$ cat src/rtl/mem_bus_arbiter.sv
// Multi-cycle arbiter for the shared program/data memory bus (IF, LS, DBG requesters).
// Define ARB_RR_EN to round-robin LS/IF ties; DBG always keeps absolute priority.
module mem_bus_arbiter #(
  parameter int ADDR_WIDTH  = 8,
  parameter int DATA_WIDTH  = 8,
  parameter int WAIT_STATES = 1
) (
  input  logic                  clk,
  input  logic                  rst,
  input  logic                  if_req,
  input  logic [ADDR_WIDTH-1:0] if_addr,
  output logic                  if_done,
  input  logic                  ls_req,
  input  logic                  ls_we,
  input  logic [ADDR_WIDTH-1:0] ls_addr,
  input  logic [DATA_WIDTH-1:0] ls_wdata,
  output logic                  ls_done,
  input  logic                  dbg_req,
  input  logic                  dbg_we,
  input  logic [ADDR_WIDTH-1:0] dbg_addr,
  input  logic [DATA_WIDTH-1:0] dbg_wdata,
  output logic                  dbg_done,
  output logic [DATA_WIDTH-1:0] rd_data,
  output logic [ADDR_WIDTH-1:0] mem_addr,
  output logic                  mem_write_en,
  output logic [DATA_WIDTH-1:0] mem_wdata,
  input  logic [DATA_WIDTH-1:0] mem_rdata,
  output logic                  busy,
  output logic [1:0]            owner
);

  typedef enum logic {IDLE, ACCESS} state_t;
  typedef enum logic [1:0] {OWN_NONE, OWN_IF, OWN_LS, OWN_DBG} owner_t;

  state_t state;
  logic [3:0] cnt;
  logic if_elig, ls_elig, dbg_elig;
  owner_t win;

  // A requester whose done is high this cycle is still holding req; it must not be regranted yet.
  always_comb begin
    if_elig  = if_req  & ~if_done;
    ls_elig  = ls_req  & ~ls_done;
    dbg_elig = dbg_req & ~dbg_done;
  end

`ifdef ARB_RR_EN
  logic if_turn;  // 1: IF wins the next LS/IF tie

  always_comb begin
    win = OWN_NONE;
    if (dbg_elig)               win = OWN_DBG;
    else if (ls_elig && if_elig) win = if_turn ? OWN_IF : OWN_LS;
    else if (ls_elig)           win = OWN_LS;
    else if (if_elig)           win = OWN_IF;
  end

  always_ff @(posedge clk) begin
    if (rst)
      if_turn <= 1'b0;
    else if (state == IDLE && win == OWN_LS)
      if_turn <= 1'b1;
    else if (state == IDLE && win == OWN_IF)
      if_turn <= 1'b0;
  end
`else
  always_comb begin
    win = OWN_NONE;
    if (dbg_elig)     win = OWN_DBG;
    else if (ls_elig) win = OWN_LS;
    else if (if_elig) win = OWN_IF;
  end
`endif

  always_ff @(posedge clk) begin
    if (rst) begin
      state        <= IDLE;
      cnt          <= '0;
      if_done      <= 1'b0;
      ls_done      <= 1'b0;
      dbg_done     <= 1'b0;
      rd_data      <= '0;
      mem_addr     <= '0;
      mem_write_en <= 1'b0;
      mem_wdata    <= '0;
      busy         <= 1'b0;
      owner        <= '0;
    end else begin
      if_done  <= 1'b0;
      ls_done  <= 1'b0;
      dbg_done <= 1'b0;
      case (state)
        IDLE: begin
          mem_write_en <= 1'b0;
          busy         <= 1'b0;
          owner        <= '0;
          if (win != OWN_NONE) begin
            owner <= win;
            busy  <= 1'b1;
            cnt   <= 4'(WAIT_STATES);
            state <= ACCESS;
            case (win)
              OWN_DBG: begin
                mem_addr     <= dbg_addr;
                mem_write_en <= dbg_we;
                mem_wdata    <= dbg_wdata;
              end
              OWN_LS: begin
                mem_addr     <= ls_addr;
                mem_write_en <= ls_we;
                mem_wdata    <= ls_wdata;
              end
              default: begin
                mem_addr     <= if_addr;
                mem_write_en <= 1'b0;
              end
            endcase
          end
        end
        ACCESS: begin
          if (cnt != '0) begin
            cnt <= cnt - 4'd1;
          end else begin
            rd_data      <= mem_rdata;
            if_done      <= (owner == OWN_IF);
            ls_done      <= (owner == OWN_LS);
            dbg_done     <= (owner == OWN_DBG);
            mem_write_en <= 1'b0;
            busy         <= 1'b0;
            owner        <= '0;
            state        <= IDLE;
          end
        end
        default: state <= IDLE;
      endcase
    end
  end

endmodule
$ cat config.mk
export PLATFORM = sky130hd
export DESIGN_NAME = mem_bus_arbiter
export DESIGN_NICKNAME = d
export VERILOG_FILES = /design/src/rtl/mem_bus_arbiter.sv
export SDC_FILE = /design/constraint.sdc
export NUM_CORES = 1
export LEC_CHECK = 0
export ABC_AREA = 1
export ABC_CLOCK_PERIOD_IN_PS = 3940
export CAP_MARGIN = 5
export CELL_PAD_IN_SITES_DETAIL_PLACEMENT = 1
export CELL_PAD_IN_SITES_GLOBAL_PLACEMENT = 1
export CORE_ASPECT_RATIO = 0.75
export CORE_MARGIN = 2
export CORE_UTILIZATION = 28
export DETAILED_ROUTE_END_ITERATION = 8
export GPL_TIMING_DRIVEN = 0
export PLACE_DENSITY = 0.95
export SYNTH_ARGS = -nofsm -noshare
export SYNTH_HDL_FRONTEND = slang
export SYNTH_SLANG_ARGS = --single-unit
$ cat constraint.sdc
create_clock -name clk -period 3.94 [get_ports clk]
set_clock_uncertainty 0.2 [all_clocks]
set_input_delay 0.788 -clock clk [delete_from_list [all_inputs] [get_ports clk]]
set_output_delay 0.788 -clock clk [all_outputs]
set_load 0.005 [all_outputs]
==> impl_metrics.env, run 1 <==
export IMPL_synth_cell_types=24
export IMPL_pin_count=86
export IMPL_whs_ns=0.2647
export IMPL_synth_area_leaders="dfxtp_1 (43%), nand2_1 (14%), nor2_1 (12%)"
export IMPL_drtIter0Drc=40
export IMPL_hp_class="flop to flop"
export IMPL_leakage_nw=1.207
export IMPL_cts_tree="built"
export IMPL_grt_setup_unrepaired="no"
export IMPL_htreeDepth=2
export IMPL_overflow=0
export IMPL_worstSetupPathType="flop to output port"
export IMPL_final_cell_mix="clkdlybuf4s50_1 (84), nand2_1 (64), nor2_1 (54)"
export IMPL_powerDensity_mw_per_mm2=366.3
export IMPL_yosys_warnings=0
export IMPL_crit_chain="clkdlybuf4s50_1"
export IMPL_crit_required_ns=2.95
export IMPL_startpoint_type="flop"
export IMPL_intPower_mw=0.6904
export IMPL_drv_cap=0
export IMPL_combPwrFrac=0.300
export IMPL_clock_path_buffers=2
export IMPL_cp_max_fo=4
export IMPL_clockPowerShare=0.270
export IMPL_layout_nets=395
export IMPL_antenna_found_initial=0
export IMPL_reg2reg_slack_ns=2.26
export IMPL_drt_wl_total_um=5739
export IMPL_coreArea_sq_mm=0.005796
export IMPL_worstPathArrival_ns=1.21
export IMPL_gr_usage_all_layers=0.1817
export IMPL_max_freq_mhz=454.5
export IMPL_critPathCaptureType="output port"
export IMPL_period_needed_ns=2.200
export IMPL_initial_utilization=0.2902
export IMPL_synth_largest_area_cell="dfxtp_1"
export IMPL_grt_max_degree=14
export IMPL_grt_pass1_wl_um=9432
export IMPL_grt_pass1_vias=2066
export IMPL_hold_viol=0
export IMPL_cts_made_buffers=5
export IMPL_syn2layout_area_growth_pct=61.31
export IMPL_row_count=24
export IMPL_slowest_stage="clkdlybuf4s50_1"
export IMPL_place_congestion=0.7893
export IMPL_layout_commonest_cell="clkdlybuf4s50_1"
export IMPL_p_sw_mw=0.3031
export IMPL_slew_headroom=0.8172
export IMPL_drv_slew=0
export IMPL_ant_nets=0
export IMPL_avgSynthCellArea_sq_um=6.781
export IMPL_switching_share=0.3051
export IMPL_netlist_instances=248
export IMPL_cp_top_family="buffers and inverters"
export IMPL_stdcell_count=418
export IMPL_synth_nets=304
export IMPL_dp_hpwl_um=4563
export IMPL_finalSetupViolations=0
export IMPL_worst_path_stages=1
export IMPL_clkLatencyLatePin_ns=0.30
export IMPL_cts_root_buf="clkbuf_8"
export IMPL_portBuffers=84
export IMPL_peakVddDrop_v=0.0001603
export IMPL_critical_path_max_stage_delay_ns=0.53
export IMPL_ys_seq_area_frac=0.4286
export IMPL_path_clk_slew_ns=0.07
export IMPL_post_cts_buffers=0
export IMPL_synth_seq_cells=36
export IMPL_vias=1901
export IMPL_setup_tns_ns=0
export IMPL_drt_wirelength_per_cell_um=13.73
export IMPL_finalCritPeriodShare=0.5585
export IMPL_syn_cell_area_sq_mm=0.001682
export IMPL_status="finished, final reports clean"
export IMPL_dieArea_sq_mm=0.006648
export IMPL_whs_path_depth=2
export IMPL_seqPwrFrac=0.430
export IMPL_tightest_slew_ns=0.2740
export IMPL_cp_num_buf_inv=1
export IMPL_drive_above_1_share=0.08235
export IMPL_diodes=0
export IMPL_final_util=0.4680
export IMPL_die_y_um=71.12
export IMPL_vias_per_cell=4.548
export IMPL_ff2ff_path_depth=7
export IMPL_synth_top_area_frac=0.4286
export IMPL_cts_sinks=36
export IMPL_cts_hold_buffers=0
export IMPL_cts_resized=0
export IMPL_dpl_cell_count=410
export IMPL_die_w_um=93.49
export IMPL_power_total_mw=0.9935
export IMPL_drc=0
export IMPL_firstDrtPassIters=4
## metal layers
metal	track usage	wire length, um	up-vias
met5	0	0	-
met4	0.05392	97	0
met3	0.04899	399	11
li1	-	-	947
met1	0.2133	2511	878
met2	0.3245	2730	65
## flip-flops by register name, indices dropped and copies added (netlist names)
name          flops
mem_wdata         8
ls_done           1
dbg_done          1
if_done           1
busy              1
owner             2
rd_data           8
mem_addr          8
cnt               4
mem_write_en      1
state             1
## synthesized netlist by cell type, drive strengths merged
cell / n
o21ai: 15
xnor2: 1
a21oi: 7
o22ai: 4
clkbuf: 1
nand3: 19
ha: 1
nor3: 3
bufinv: 1
inv: 26
nor2: 56
buf: 6
dfxtp: 36
nand2: 71
or2: 1
## worst min-delay path, stage by stage (launching register included)
cell and delay [ns]:
dfxtp_1 0.32, nand2_1 0.06, nand2_1 0.04
## final timing paths
kind                            startpoint                  endpoint
setup / recovery     owner[1]$_SDFFE_PP0P_                  owner[1]
hold / removal    mem_addr[5]$_SDFFE_PP0P_  mem_addr[5]$_SDFFE_PP0P_
setup reg to reg       cnt[0]$_SDFFE_PP0P_   rd_data[7]$_SDFFE_PP0P_
hold reg to reg   mem_addr[5]$_SDFFE_PP0P_  mem_addr[5]$_SDFFE_PP0P_
## logic make-up after synthesis
logic type,after synthesis,share of synthesized area
AO/OA/AOI/OAI,26,0.08035
XOR/XNOR,1,0.005209
adder cells (fa/ha/maj),1,0.007439
buffers and inverters,34,0.1034
flip-flops,36,0.4286
AND/OR/NAND/NOR,150,0.3750
## power by group through the flow
| stage | sequential, mW | clock [mW] | combinational, mW |
|---|---|---|---|
| after floorplan | 0.436 | 0 | 0.133 |
| after global placement | 0.434 | 0 | 0.287 |
| after detailed placement | 0.436 | 0 | 0.298 |
| after CTS | 0.428 | 0.276 | 0.302 |
| after global routing | 0.433 | 0.290 | 0.331 |
| final | 0.428 | 0.268 | 0.298 |
## stage by stage
stage                     setup slack (ns)  area (sq um)
after detailed placement             1.557          2620
after global placement               1.615          2620
final                                1.740          2713
after floorplan                      2.225          1682
after global routing                 1.667          2713
after CTS                            1.732          2713
## final cells by class
class                      instances  area, sq um
inverter                          27        117.6
timing repair buffer              84        840.8
multi-input combinational        178        787.0
buffer                             7        56.30
clock inverter                     3        23.77
tap                               78        97.59
fill                             722         3083
sequential                        36        720.7
clock buffer                       5        68.82
(Power assumes the default switching activity.)
==> inputs of run 2 (changes only) <==
--- a/config.mk
+++ b/config.mk
@@ -6,16 +6,16 @@
 export NUM_CORES = 1
 export LEC_CHECK = 0
 export ABC_AREA = 1
-export ABC_CLOCK_PERIOD_IN_PS = 3940
+export ABC_CLOCK_PERIOD_IN_PS = 2150
 export CAP_MARGIN = 5
 export CELL_PAD_IN_SITES_DETAIL_PLACEMENT = 1
 export CELL_PAD_IN_SITES_GLOBAL_PLACEMENT = 1
 export CORE_ASPECT_RATIO = 0.75
 export CORE_MARGIN = 2
-export CORE_UTILIZATION = 28
+export CORE_UTILIZATION = 26
 export DETAILED_ROUTE_END_ITERATION = 8
 export GPL_TIMING_DRIVEN = 0
-export PLACE_DENSITY = 0.95
+export PLACE_DENSITY = 0.9
 export SYNTH_ARGS = -nofsm -noshare
 export SYNTH_HDL_FRONTEND = slang
 export SYNTH_SLANG_ARGS = --single-unit
==> constraint.sdc (replaced) <==
create_clock -name clk -period 2.15 [get_ports clk]
set_clock_uncertainty 0.2 [all_clocks]
set_input_delay 0.43 -clock clk [delete_from_list [all_inputs] [get_ports clk]]
set_output_delay 0.43 -clock clk [all_outputs]
set_load 0.005 [all_outputs]
==> impl_metrics.env, run 2 (synthesized netlist as in run 1, its figures left out) <==
export IMPL_status="finished, final reports clean"
export IMPL_tightest_slew_ns=0.2286
export IMPL_cts_made_buffers=5
export IMPL_hold_viol=0
export IMPL_peakVddDrop_v=0.0002696
export IMPL_finalSetupViolations=0
export IMPL_drive_above_1_share=0.08235
export IMPL_crit_chain="clkdlybuf4s50_1"
export IMPL_grt_setup_unrepaired="no"
export IMPL_drv_cap=0
export IMPL_max_freq_mhz=543.1
export IMPL_worstPathArrival_ns=1.21
export IMPL_startpoint_type="flop"
export IMPL_cts_tree="built"
export IMPL_overflow=0
export IMPL_critPathCaptureType="output port"
export IMPL_path_clk_slew_ns=0.08
export IMPL_worstSetupPathType="flop to output port"
export IMPL_grt_pass1_wl_um=9280
export IMPL_drtIter0Drc=53
export IMPL_drv_slew=0
export IMPL_antenna_found_initial=0
export IMPL_cp_top_family="buffers and inverters"
export IMPL_diodes=0
export IMPL_vias_per_cell=4.480
export IMPL_grt_pass1_vias=1981
export IMPL_cts_hold_buffers=0
export IMPL_drt_wirelength_per_cell_um=13.41
export IMPL_syn2layout_area_growth_pct=61.53
export IMPL_leakage_nw=1.207
export IMPL_fin_area_sq_mm=0.002716
export IMPL_vias=1886
export IMPL_finalCritPeriodShare=0.8563
export IMPL_clock_path_buffers=2
export IMPL_coreArea_sq_mm=0.006287
export IMPL_dp_hpwl_um=4550
export IMPL_ant_nets=0
export IMPL_drc=0
export IMPL_period_needed_ns=1.841
export IMPL_dieArea_sq_mm=0.007134
export IMPL_drt_wl_total_um=5645
export IMPL_cts_resized=0
export IMPL_place_congestion=0.8372
export IMPL_post_cts_buffers=0
export IMPL_layout_nets=395
export IMPL_htreeDepth=2
export IMPL_firstDrtPassIters=4
export IMPL_dpl_cell_count=413
export IMPL_pin_count=86
export IMPL_initial_utilization=0.2675
export IMPL_cts_sinks=36
export IMPL_slowest_stage="clkdlybuf4s50_1"
export IMPL_cp_num_buf_inv=1
export IMPL_die_y_um=73.65
export IMPL_power_total_mw=1.821
export IMPL_whs_ns=0.2613
export IMPL_slew_headroom=0.8474
export IMPL_powerDensity_mw_per_mm2=670.6
export IMPL_hp_class="flop to flop"
export IMPL_cts_root_buf="clkbuf_8"
export IMPL_ff2ff_path_depth=7
export IMPL_portBuffers=84
export IMPL_stdcell_count=421
export IMPL_setup_tns_ns=0
export IMPL_reg_largest_list="mem_addr x8, mem_wdata x8, rd_data x8"
export IMPL_crit_required_ns=1.52
export IMPL_row_count=25
export IMPL_final_cell_mix="clkdlybuf4s50_1 (84), nand2_1 (64), nor2_1 (54)"
export IMPL_clkLatencyLatePin_ns=0.29
export IMPL_gr_usage_all_layers=0.1603
export IMPL_grt_max_degree=14
export IMPL_die_w_um=96.87
export IMPL_cp_max_fo=4
export IMPL_whs_path_depth=2
export IMPL_critical_path_max_stage_delay_ns=0.53
export IMPL_place_area_sq_mm=0.002624
export IMPL_layout_commonest_cell="clkdlybuf4s50_1"
export IMPL_worst_path_stages=1
==> run 2: final timing paths <==
path | start | to | slack, ns
hold reg to reg | mem_addr[6]$_SDFFE_PP0P_ | mem_addr[6]$_SDFFE_PP0P_ | 0.26
setup / recovery | owner[1]$_SDFFE_PP0P_ | owner[1] | 0.31
hold / removal | mem_addr[6]$_SDFFE_PP0P_ | mem_addr[6]$_SDFFE_PP0P_ | 0.26
setup reg to reg | cnt[0]$_SDFFE_PP0P_ | rd_data[6]$_SDFFE_PP0P_ | 0.54
==> run 2: power breakdown <==
| group | internal, mW | switching [mW] |
|---|---|---|
| combinational | 0.294 | 0.244 |
| clock | 0.229 | 0.267 |
| sequential | 0.742 | 0.0451 |
==> run 2: stage by stage <==
step / utilization / worst slack, ns
2_1_floorplan: - / 0.7723
3_3_place_gp: 0.4173 / 0.1785
3_5_place_dp: 0.4173 / 0.1215
4_1_cts: 0.4320 / 0.2969
5_1_grt: 0.4320 / 0.2527
6_report: 0.4320 / 0.3089
==> run 2: cell type report <==
class,count,area [sq um]
Buffer,7,56.30
Clock buffer,5,68.82
Timing Repair Buffer,84,840.8
Clock inverter,3,23.77
Tap cell,81,101.3
Fill cell,784,3571
Multi-Input combinational cell,178,787.0
Sequential cell,36,720.7
Inverter,27,117.6
==> run 2: metal layers <==
layer / share of wire / vias to the layer above / GRT usage
li1: - / 952 / -
met1: 0.46 / 880 / 0.1985
met2: 0.48 / 48 / 0.2863
met3: 0.047 / 6 / 0.03616
met4: 0.013 / 0 / 0.04225
met5: 0 / - / 0
==> inputs of run 3 (changes only) <==
--- a/config.mk
+++ b/config.mk
@@ -6,7 +6,7 @@
 export NUM_CORES = 1
 export LEC_CHECK = 0
 export ABC_AREA = 1
-export ABC_CLOCK_PERIOD_IN_PS = 2150
+export ABC_CLOCK_PERIOD_IN_PS = 2100
 export CAP_MARGIN = 5
 export CELL_PAD_IN_SITES_DETAIL_PLACEMENT = 1
 export CELL_PAD_IN_SITES_GLOBAL_PLACEMENT = 1
@@ -15,7 +15,7 @@
 export CORE_UTILIZATION = 26
 export DETAILED_ROUTE_END_ITERATION = 8
 export GPL_TIMING_DRIVEN = 0
-export PLACE_DENSITY = 0.9
+export PLACE_DENSITY = 0.82
 export SYNTH_ARGS = -nofsm -noshare
 export SYNTH_HDL_FRONTEND = slang
 export SYNTH_SLANG_ARGS = --single-unit
==> constraint.sdc (replaced) <==
create_clock -name clk -period 2.1 [get_ports clk]
set_clock_uncertainty 0.2 [all_clocks]
set_input_delay 0.42 -clock clk [delete_from_list [all_inputs] [get_ports clk]]
set_output_delay 0.42 -clock clk [all_outputs]
set_load 0.005 [all_outputs]
==> impl_metrics.env, run 3 (synthesized netlist as in run 1, its figures left out) <==
export IMPL_seq_area_sq_um=720.7
export IMPL_initial_utilization=0.2675
export IMPL_ant_nets=0
export IMPL_cts_tree="built"
export IMPL_layout_nets=395
export IMPL_row_count=25
export IMPL_hold_viol=0
export IMPL_slowest_stage="clkdlybuf4s50_1"
export IMPL_grt_pass1_vias=1973
export IMPL_drt_wl_total_um=5674
export IMPL_cp_top_family="buffers and inverters"
export IMPL_crit_required_ns=1.48
export IMPL_place_congestion=0.8509
export IMPL_die_y_um=73.65
export IMPL_finalSetupViolations=0
export IMPL_clock_path_buffers=2
export IMPL_grt_max_degree=13
export IMPL_cts_hold_buffers=0
export IMPL_overflow=0
export IMPL_max_freq_mhz=543.3
export IMPL_final_util=0.4350
export IMPL_cp_max_fo=4
export IMPL_fillCellCount=803
export IMPL_drtIter0Drc=41
export IMPL_pin_count=86
export IMPL_grt_setup_unrepaired="no"
export IMPL_dieArea_sq_mm=0.007134
export IMPL_worst_slack_ns=0.2593
export IMPL_setup_tns_ns=0
export IMPL_crit_chain="clkdlybuf4s50_1"
export IMPL_gr_usage_all_layers=0.1637
export IMPL_startpoint_type="flop"
export IMPL_vias_per_cell=4.444
export IMPL_worstPathArrival_ns=1.22
export IMPL_vias=1871
export IMPL_die_w_um=96.87
export IMPL_hp_class="flop to flop"
export IMPL_drive_above_1_share=0.08235
export IMPL_cp_num_buf_inv=1
export IMPL_dp_hpwl_um=4439
export IMPL_drt_wirelength_per_cell_um=13.48
export IMPL_portBuffers=84
export IMPL_critPathCaptureType="output port"
export IMPL_post_cts_buffers=0
export IMPL_tightest_slew_ns=0.2621
export IMPL_multi_input_area_sq_um=787.0
export IMPL_antenna_found_initial=0
export IMPL_slew_headroom=0.8251
export IMPL_cts_root_buf="clkbuf_8"
export IMPL_clkLatencyLatePin_ns=0.29
export IMPL_cts_sinks=36
export IMPL_final_cell_mix="clkdlybuf4s50_1 (84), nand2_1 (64), nor2_1 (54)"
export IMPL_grt_pass1_wl_um=9315
export IMPL_cts_made_buffers=5
export IMPL_status="finished, final reports clean"
export IMPL_reg2reg_slack_ns=0.47
export IMPL_drc=0
export IMPL_syn2layout_area_growth_pct=62.65
export IMPL_coreArea_sq_mm=0.006287
export IMPL_reg_largest_list="mem_addr x8, mem_wdata x8, rd_data x8"
export IMPL_place_ws_ns=0.06403
export IMPL_critical_path_max_stage_delay_ns=0.53
export IMPL_path_clk_slew_ns=0.08
export IMPL_diodes=0
export IMPL_layout_commonest_cell="clkdlybuf4s50_1"
export IMPL_htreeDepth=2
export IMPL_drv_slew=0
export IMPL_cts_resized=0
export IMPL_period_needed_ns=1.841
export IMPL_finalCritPeriodShare=0.8765
export IMPL_worstSetupPathType="flop to output port"
export IMPL_peakVddDrop_v=0.0002943
export IMPL_firstDrtPassIters=4
export IMPL_leakage_nw=1.221
export IMPL_powerDensity_mw_per_mm2=722.5
export IMPL_drv_cap=0
run 3: changes by cell type in the layout (fill, tap and decap cells not counted):
cell | before | now
clkinv_2 | 0 | 1
bufinv_16 | 0 | 1
clkinvlp_4 | 2 | 1
clkinv_4 | 1 | 0
run 3: power breakdown:
group          internal, mW  total, mW  leakage [nW]  switching (mW)
Clock                 0.352      0.620        0.0541           0.269
Sequential            0.759      0.804         0.297          0.0446
Combinational         0.301      0.552         0.869           0.251
Total                  1.41       1.98          1.22           0.565
run 3: worst paths after layout:
| path | startpoint | end | cells after the start |
|---|---|---|---|
| hold / removal | mem_addr[5]$_SDFFE_PP0P_ | mem_addr[5]$_SDFFE_PP0P_ | 2 |
| hold reg to reg | mem_addr[5]$_SDFFE_PP0P_ | mem_addr[5]$_SDFFE_PP0P_ | 2 |
| setup reg to reg | cnt[0]$_SDFFE_PP0P_ | rd_data[2]$_SDFFE_PP0P_ | 7 |
| setup / recovery | owner[1]$_SDFFE_PP0P_ | owner[1] | 1 |
run 3: layout make-up:
cell class	count	area share
Buffer	7	0.02059
Sequential cell	36	0.2635
Clock inverter	3	0.01555
Tap cell	81	0.03705
Multi-Input combinational cell	178	0.2877
Timing Repair Buffer	84	0.3074
Inverter	27	0.04300
Clock buffer	5	0.02516
run 3: per-stage QoR:
| stage | total power [mW] | hold slack, ns | instances | cell area (sq um) |
|---|---|---|---|---|
| 6_report | 1.976 | 0.2577 | 421 | 2735 |
| 5_1_grt | 2.104 | 0.2851 | 421 | 2735 |
| 4_1_cts | 1.996 | 0.2599 | 421 | 2735 |
| 3_5_place_dp | 1.375 | 0.2483 | 413 | 2624 |
| 3_3_place_gp | 1.355 | 0.2449 | 413 | 2624 |
| 2_1_floorplan | 1.068 | 0.2460 | 248 | 1682 |
run 3: per-layer routing:
| layer | track usage | vias up | share of wire |
|---|---|---|---|
| met5 | 0 | - | 0 |
| li1 | - | 949 | - |
| met2 | 0.2785 | 58 | 0.46 |
| met4 | 0.03756 | 0 | 0.0095 |
| met1 | 0.2033 | 857 | 0.46 |
| met3 | 0.05614 | 7 | 0.071 |
